$ cat src/rtl/energy_level_tracker.sv
// Saturating energy reserve counter with enable prescalers, one-shot drains,
// a hysteretic 2-bit band indicator and bound-reached pulses.
module energy_level_tracker #(
    parameter int WIDTH       = 8,
    parameter int INC_DIV     = 4,
    parameter int DEC_DIV     = 16,
    parameter int DRAIN_STEP  = 16,
    parameter int TH_LOW      = 64,
    parameter int TH_MID      = 128,
    parameter int TH_HIGH     = 224,
    parameter int HYST        = 8,
    parameter int RESET_LEVEL = 128
) (
    input  logic             clk,
    input  logic             rst,
    input  logic             en_inc,
    input  logic             en_dec,
    input  logic             drain,
    output logic [WIDTH-1:0] energy_level,
    output logic [1:0]       energy_indicator,
    output logic             depleted,
    output logic             replenished
);

    localparam int IW = (INC_DIV > 1) ? $clog2(INC_DIV) : 1;
    localparam int DW = (DEC_DIV > 1) ? $clog2(DEC_DIV) : 1;
    localparam int SW = WIDTH + 2;

    localparam logic [WIDTH-1:0]        LVL_MAX  = '1;
    localparam logic [WIDTH-1:0]        LVL_RST  = WIDTH'(RESET_LEVEL);
    localparam logic [IW-1:0]           INC_LAST = IW'(INC_DIV - 1);
    localparam logic [DW-1:0]           DEC_LAST = DW'(DEC_DIV - 1);
    localparam logic signed [SW-1:0]    STEP_ONE = SW'(1);
    localparam logic signed [SW-1:0]    STEP_DRN = SW'(DRAIN_STEP);

    localparam logic [WIDTH-1:0] UP_LOW  = WIDTH'(TH_LOW);
    localparam logic [WIDTH-1:0] UP_MID  = WIDTH'(TH_MID);
    localparam logic [WIDTH-1:0] UP_HIGH = WIDTH'(TH_HIGH);
    localparam logic [WIDTH-1:0] DN_LOW  = WIDTH'(TH_LOW - HYST);
    localparam logic [WIDTH-1:0] DN_MID  = WIDTH'(TH_MID - HYST);
    localparam logic [WIDTH-1:0] DN_HIGH = WIDTH'(TH_HIGH - HYST);

    typedef enum logic [1:0] {
        BAND_EMPTY = 2'd0,
        BAND_LOW   = 2'd1,
        BAND_MID   = 2'd2,
        BAND_FULL  = 2'd3
    } band_t;

    // Clamp the widened signed sum back into [0, 2^WIDTH-1].
    function automatic logic [WIDTH-1:0] sat_level(input logic signed [SW-1:0] v);
        if (v[SW-1])
            return '0;
        else if (v > $signed({2'b00, LVL_MAX}))
            return LVL_MAX;
        else
            return v[WIDTH-1:0];
    endfunction

    logic [IW-1:0]        inc_cnt_q, inc_cnt_d;
    logic [DW-1:0]        dec_cnt_q, dec_cnt_d;
    logic                 inc_tick, dec_tick;
    logic [WIDTH-1:0]     level_q, level_d;
    logic signed [SW-1:0] lvl_sum;
    logic                 depleted_q, depleted_d;
    logic                 replenished_q, replenished_d;
    band_t                band_q, band_d;

    // A prescaler only runs while its enable is the sole one asserted.
    always_comb begin
        inc_cnt_d = '0;
        inc_tick  = 1'b0;
        if (en_inc && !en_dec) begin
            if (inc_cnt_q == INC_LAST)
                inc_tick = 1'b1;
            else
                inc_cnt_d = inc_cnt_q + 1'b1;
        end
    end

    always_comb begin
        dec_cnt_d = '0;
        dec_tick  = 1'b0;
        if (en_dec && !en_inc) begin
            if (dec_cnt_q == DEC_LAST)
                dec_tick = 1'b1;
            else
                dec_cnt_d = dec_cnt_q + 1'b1;
        end
    end

    always_comb begin
        lvl_sum = $signed({2'b00, level_q});
        if (inc_tick)
            lvl_sum = lvl_sum + STEP_ONE;
        if (dec_tick)
            lvl_sum = lvl_sum - STEP_ONE;
        if (drain)
            lvl_sum = lvl_sum - STEP_DRN;
        level_d       = sat_level(lvl_sum);
        depleted_d    = (level_d == '0) && (level_q != '0);
        replenished_d = (level_d == LVL_MAX) && (level_q != LVL_MAX);
    end

    always_ff @(posedge clk or posedge rst) begin
        if (rst) begin
            inc_cnt_q     <= '0;
            dec_cnt_q     <= '0;
            level_q       <= LVL_RST;
            depleted_q    <= 1'b0;
            replenished_q <= 1'b0;
        end else begin
            inc_cnt_q     <= inc_cnt_d;
            dec_cnt_q     <= dec_cnt_d;
            level_q       <= level_d;
            depleted_q    <= depleted_d;
            replenished_q <= replenished_d;
        end
    end

    // Band FSM follows the registered level, one band per cycle at most.
    always_ff @(posedge clk or posedge rst) begin
        if (rst)
            band_q <= BAND_MID;
        else
            band_q <= band_d;
    end

    always_comb begin
        band_d = band_q;
        case (band_q)
            BAND_EMPTY: begin
                if (level_q >= UP_LOW)
                    band_d = BAND_LOW;
            end
            BAND_LOW: begin
                if (level_q >= UP_MID)
                    band_d = BAND_MID;
                else if (level_q < DN_LOW)
                    band_d = BAND_EMPTY;
            end
            BAND_MID: begin
                if (level_q >= UP_HIGH)
                    band_d = BAND_FULL;
                else if (level_q < DN_MID)
                    band_d = BAND_LOW;
            end
            BAND_FULL: begin
                if (level_q < DN_HIGH)
                    band_d = BAND_MID;
            end
            default: band_d = BAND_MID;
        endcase
    end

    always_comb begin
        energy_indicator = band_q;
    end

    assign energy_level = level_q;
    assign depleted     = depleted_q;
    assign replenished  = replenished_q;

endmodule

$ cat config.mk
export PLATFORM = sky130hd
export DESIGN_NAME = energy_level_tracker
export DESIGN_NICKNAME = d
export VERILOG_FILES = /design/src/rtl/energy_level_tracker.sv
export SDC_FILE = /design/constraint.sdc
export NUM_CORES = 1
export LEC_CHECK = 0
export BUFFER_PORTS_ARGS = -buffer_cell sky130_fd_sc_hd__clkbuf_2
export CAP_MARGIN = 40
export CORE_UTILIZATION = 45
export CTS_CLUSTER_DIAMETER = 200
export DETAILED_ROUTE_END_ITERATION = 6
export PLACE_DENSITY = 0.63
export SETUP_SLACK_MARGIN = 0.02
export SYNTH_ARGS = -nofsm -noshare
export SYNTH_HDL_FRONTEND = slang
export SYNTH_SLANG_ARGS = --single-unit
$ cat constraint.sdc
create_clock -name clk -period 3.1 [get_ports clk]
set_clock_uncertainty 0.2 [all_clocks]
set_input_delay 0.31 -clock clk [delete_from_list [all_inputs] [get_ports clk]]
set_output_delay 0.31 -clock clk [all_outputs]
set_load 0.05 [all_outputs]
---- Word level (Yosys, flattened, before mapping) ----
Index checks and enable logic that the tools add are counted.
word-level totals
  bits of input ports ..................... 5
  flip-flop bits (word level) ............. 18
  output and inout port bits .............. 12
cells by class
  reductions and logical operators ........ 10
  magnitude comparators ................... 7
  multiplexer cells ....................... 20
  equal/unequal tests ..................... 11
  $add $sub $neg .......................... 5
operators with widths
  kind                                                                    number
  10-bit two-way mux                                                      2
  8-bit >= comparator (second input constant)                             2
  2-bit two-way mux                                                       8
  8-bit two-way mux                                                       2
  10-bit by 9-bit > comparator with 1-bit output (second input constant)  1
  10-bit by 2-bit subtractor with 10-bit output (second input constant)   1
  10-bit by 6-bit subtractor with 10-bit output (second input constant)   1
  8-bit by 1-bit adder with 9-bit output (second input constant)          1
  9-bit two-way mux                                                       1
  8-bit equality test (second input constant)                             1
  8-bit by 7-bit >= comparator with 1-bit output (second input constant)  1
  8-bit zero test                                                         1
  8-bit by 6-bit < comparator with 1-bit output (second input constant)   1
  8-bit by 7-bit < comparator with 1-bit output (second input constant)   1
  8-bit < comparator (second input constant)                              1
  4-bit two-way mux                                                       2
  8-bit != test (second input constant)                                   1
  2-bit case mux with 4 select lines                                      1
  8-bit nonzero test                                                      1
  2-bit equality test (second input constant)                             3
  3-bit != test (second input constant)                                   2
  4-bit by 1-bit adder with 4-bit output (second input constant)          1
  4-bit equality test (second input constant)                             1
  1-bit logical AND                                                       4
  7 further kinds                                                         12

---- Depth between registers and ports, before layout ----
  word-level depth ........................ 13
  depth in mapped cells ................... 15

---- Worst setup path before layout ----
No wires, ideal clock.
  path type ............................... reg2reg
  start point ............................. reg level_q[0] (netlist: energy_level[0])
  end point ............................... reg replenished_q (netlist: replenished)
  period minus slack after synthesis ...... 3.695 ns
  setup slack ............................. -0.595 ns
  cell stages (with the launch flop) ...... 15
  arrival ................................. 3.401 ns
  library setup time ...................... 0.094 ns
  required time ........................... 2.806 ns
  cells stage by stage .................... dfrtp_1 > buf_2 > inv_1 > ha_1 > a21oi_1 > ha_1 > and3b_1 > nand2_1 > nor4_4 > xor2_1 > ha_1 > mux2_2 > nor3_1 > nand3_1 > a211oi_1
between the ends
  cells in the longest elaborated chain, start to end .. 11
  elaborated cells between the ends (all ways) .. 12
  classes of those cells .................. add/sub: 3; order compare: 1; eq/ne: 2; mux: 5; reduce/logical: 1
ends and longest elaborated chain
  what                                            line  text
  from (decl)                                     63    logic [WIDTH-1:0] level_q, level_d;
  from (signal assigned)                          115   level_q <= level_d;
  8-bit by 1-bit adder with 9-bit output          95    lvl_sum = lvl_sum + STEP_ONE;
  9-bit two-way mux                               94    if (inc_tick)
  10-bit by 2-bit subtractor with 10-bit output   97    lvl_sum = lvl_sum - STEP_ONE;
  10-bit two-way mux                              96    if (dec_tick)
  10-bit by 6-bit subtractor with 10-bit output   99    lvl_sum = lvl_sum - STEP_DRN;
  10-bit two-way mux                              98    if (drain)
  10-bit by 9-bit > comparator with 1-bit output  54    else if (v > $signed({2'b00, LVL_MAX}))
  8-bit two-way mux                               54
  8-bit two-way mux                               52    if (v[SW-1])
  8-bit equality test                             102   replenished_d = (level_d == LVL_MAX) && (level_q != LVL_MAX);
  1-bit logical AND (*)                           102
  named net replenished_d                         66    logic replenished_q, replenished_d;
  to (signal assigned)                            117   replenished_q <= replenished_d;
  to (decl)                                       66
Mark *: on every way through the listed nets, which the timed path passes. The rest lies on a longest branch.
A chain may end at the register's enable or synchronous reset.

---- Worst setup path after layout ----
  start point ............................. reg inc_cnt_q[1]
  end point ............................... reg replenished_q (netlist: replenished)
between the ends
  cells in the longest elaborated chain, start to end .. 13
ends and longest elaborated chain
  what                                            line  text
  from (decl)                                     60    logic [IW-1:0] inc_cnt_q, inc_cnt_d;
  from (signal assigned)                          113   inc_cnt_q <= inc_cnt_d;
  2-bit equality test (*)                         74    if (inc_cnt_q == INC_LAST)
  1-bit two-way mux (*)                           74
  1-bit two-way mux (*)                           73    if (en_inc && !en_dec) begin
  9-bit two-way mux (*)                           94
  10-bit by 2-bit subtractor with 10-bit output   97
  10-bit two-way mux (*)                          96
  10-bit by 6-bit subtractor with 10-bit output   99
  10-bit two-way mux (*)                          98
  10-bit by 9-bit > comparator with 1-bit output  54
  8-bit two-way mux                               54
  8-bit two-way mux (*)                           52
  8-bit equality test (*)                         102
  1-bit logical AND (*)                           102
  named net replenished_d                         66
Marked as above.

==> summary.md <==
| Metric | Value |
|---|---|
| Root buffer cell | `clkbuf_4` |
| DR DRC count | `0` |
| Site Rows | `21` |
| Design Area, Final | `just over 2000 um2` |
| Buf/Inv on CP | `1` |
| CTS max path bufs | `2` |
| EDFF count, synth | `0` |
| Total gr overflow | `0` |
| Wire per inst | `between 15 and 20 um` |
| Asr flop ratio synth | `100%` |
| Top Ports | `17` |
| Adder-cell share of the synthesized area | `between 4 and 5%` |
| Commonest cells after routing, fill and taps aside | `buf_4 (21), clkbuf_2 (16), a21oi_1 (14), dfrtp_1 (14), nor2_1 (11)` |
| Synth Area per Inst | `~9 um2` |
| Seq/Total Area, Yosys | `between 20% and 30%` |
| Hold slack | `0.135 ns` |
| Clock latency on the worst-skew pair | `roughly 0.3 ns` |
| Tmin final | `around 3.2 ns` |
| Critical Path Fanout Max | `4` |
| Pins Over Slew Limit | `0` |
| Failing checks | `negative setup slack` |
| Post-synthesis xor/xnor area fraction | `between 10% and 20%` |
| Primary FF master, synth | `dfrtp_1` |
| Register bit total from synthesis | `18` |
| Cell area after synthesis | `between 1500 and 2000 um2` |
| Sw power | `between 0.001 and 0.0015 W` |
| Critical setup path kind | `register to register` |
| Post-Synth Simple-Gate Area | `29.7%` |
| Fillcell total | `~290` |
| Vias in the first global route | `roughly 1500` |
| Post-DR vias/cell | `5.85` |
| Area growth syn-to-layout | `25.0%` |
| Chip width | `around 62 um` |
| TritonCTS clock tree | `built` |
| Fmax achieved | `310 MHz` |
| VDD IR-drop max | `~0.60 mV` |
| Initial antenna violation count | `0` |
| Power per standard cell area | `around 930 nW/um2` |
| Mapped Cells | `183` |
| RSZ-0062 raised after global routing | `yes` |
| HPWL after detailed placement | `3180 um` |
| GP Congestion | `between 0.9 and 1` |
| Slowest-stage cell, CP | `dfrtp_1` |
| Core footprint | `3420 um2` |
| Relative slew slack | `between 50% and 60%` |
| Syn nets | `194` |
| CTS Buf Count | `3` |
| Total of max-cap violations | `0` |
| CTS Sinks | `18` |
| Switching share of power | `53.4%` |
| Synth Area in Compound Gates | `roughly 19%` |
| Leakage | `between 0.8 and 0.9 nW` |
| Crit-path most repeated cell | `ha_2` |
| Critical path arrival | `~3.2 ns` |
| Share of cells above drive strength 1 | `about two fifths` |
| Total Nets Final | `approximately 230` |
| DR pass1 iterations | `4` |
| Final Cycle Share | `104%` |
| Slew @ Worst Pin | `slightly below 0.7 ns` |
| Synth cell types | `58` |
| First-pass GRT wire length | `roughly 7100 um` |
| Worst-path clk slew | `0.11 ns` |
| Pin count of the biggest net entering global routing | `19` |
| Flop pwr share | `between 20% and 30%` |
| Setup ws final | `-0.125 ns` |
| Cell family with most CP delay | `compound AO/OA/AOI/OAI gates` |
| Worst path cell trace | `ha_2 -> and3b_2 -> xnor2_2 -> ha_2 -> and3b_1 -> nand2_2 -> buf_4 -> a211o_1 -> o31ai_2 -> o211ai_2 -> xnor2_1 -> nand3_2 -> a211oi_2` |
| # setup viols final | `10` |
| Clock Power Share | `just under 8%` |
| Fin. Hold Viols | `0` |
| Post-DRT Antenna Nets | `0` |
| Largest family of logic cells by synthesized area | `simple AND/OR/NAND/NOR gates` |
| Vias | `between 1500 and 2000` |
| Initial core utilization | `a little under half` |
| Max stage delay on crit path | `roughly 0.40 ns` |
| Status | `complete, but fails checks` |
| Internal power | `~0.0009 W` |
| Mux cell area share after synthesis | `under 10%` |
| Hold crit path type | `primary input to register` |
| Die area | `3890 um2` |
| Placed Area | `roughly 1900 um2` |
| GRT Overall Usage | `22.8%` |
| Worst Setup Start Kind | `register` |
| Antenna fix cells | `0` |
| Port buffer count | `16` |
| Commonest non-fill, non-tap cell in the layout | `buf_4` |
| Comb pwr share | `67.8%` |
| Warning count from the yosys run | `0` |
| Die Ht | `slightly above 60 um` |
| H-tree Lvls | `1` |
| DR iter-0 viols | `64` |
| Final WL | `between 4000 and 5000 um` |
| Crit. End Element | `register` |
| WP data required | `3.12 ns` |
==> registers in the layout, indices dropped and copies added (netlist names) <==
name / flops
dec_cnt_q: 4
depleted: 1
energy_indicator: 2
energy_level: 8
inc_cnt_q: 2
replenished: 1
==> cell families after synthesis <==
group,after synthesis
simple gates,75
fa+ha+maj,6
flops,18
compound gates,45
mux,4
buf+inv,17
xor+xnor,18
==> worst register-to-register path, stage by stage, from the launching register on <==
cell and delay [ns]:
dfrtp_1 0.40, ha_2 0.19, and3b_2 0.25, xnor2_2 0.20, ha_2 0.19, and3b_1 0.17
nand2_2 0.08, buf_4 0.15, a211o_1 0.24, o31ai_2 0.28, o211ai_2 0.18, xnor2_1 0.28
nand3_2 0.10, a211oi_2 0.22
==> power by group through the flow <==
stage                     sequential, W  combinational, W  clock (W)
after floorplan                0.000633          0.000713          0
after global placement         0.000462           0.00116          0
after detailed placement       0.000467           0.00118          0
after CTS                      0.000462           0.00124   0.000157
after global routing           0.000484           0.00139   0.000169
final                          0.000464           0.00129   0.000149
==> synthesized netlist by cell type (all sizes together), types with 4 or more instances <==
cell	number	share of area [%]
a21oi	16	4.9
nor3b	4	2.5
nand3	9	2.7
nor3	8	3.8
xor2	6	3.7
and2	4	1.5
or3	4	1.5
buf	9	3.5
nand4b	4	2.1
o21ai	6	1.8
and3b	5	2.7
inv	7	1.6
xnor2	12	6.9
ha	6	4.6
nand2	8	1.8
nor2	12	2.7
dfrtp	16	24
==> through the flow <==
step / power (W) / worst slack, ns / instances / util (%) / TNS, ns
after floorplan: 0.00135 / -0.122 / 183 / - / -0.573
after global placement: 0.00162 / -0.0974 / 254 / 55.5 / -0.221
after detailed placement: 0.00165 / -0.137 / 254 / 55.5 / -0.990
after CTS: 0.00186 / -0.0509 / 262 / 58.4 / -0.283
after global routing: 0.00204 / -0.301 / 262 / 60.0 / -2.32
final: 0.00191 / -0.125 / 262 / 60.0 / -0.690
==> routing by layer <==
metal  part of all wire, %  track usage (%)  up-vias
met1                    46             29.4      749
met5                     0                0        -
met2                    49             40.2       42
met3                   3.9             4.41        6
li1                      -                -      736
met4                  0.79             3.20        0
==> area by class of cell <==
type / count / area [um2] / area share (%)
Clock buffer: 4 / 36.3 / 1.77
Tap cell: 46 / 57.6 / 2.81
Sequential cell: 18 / 455 / 22.2
Inverter: 7 / 26.3 / 1.28
Multi-Input combinational cell: 148 / 1210 / 59.3
Timing Repair Buffer: 39 / 259 / 12.6
==> worst paths after layout <==
kind | startpoint | end | slack (ns) | cells after the start
hold reg to reg | inc_cnt_q[0]$_DFF_PP0_ | inc_cnt_q[0]$_DFF_PP0_ | 0.25 | 1
setup reg to reg | inc_cnt_q[1]$_DFF_PP0_ | replenished$_DFF_PP0_ | -0.13 | 13
setup / recovery | inc_cnt_q[1]$_DFF_PP0_ | replenished$_DFF_PP0_ | -0.13 | 13
min in group asynchronous | rst | energy_level[4]$_DFF_PP0_ | 0.43 | 3
max in group asynchronous | rst | energy_level[0]$_DFF_PP0_ | 1.79 | 3
hold / removal | en_dec | inc_cnt_q[0]$_DFF_PP0_ | 0.14 | 3
==> repair_timing <==
action | 4_1_cts | 5_1_grt
endpoints found under the setup margin | 10 | 10
pin swaps | 6 | 7
hold endpoints to repair | 16 | 0
resized for setup | 8 | 12
buffers inserted | 3 | 0
hold buffers | 1 | 0
Note: power is estimated with default switching activity, not from simulation.
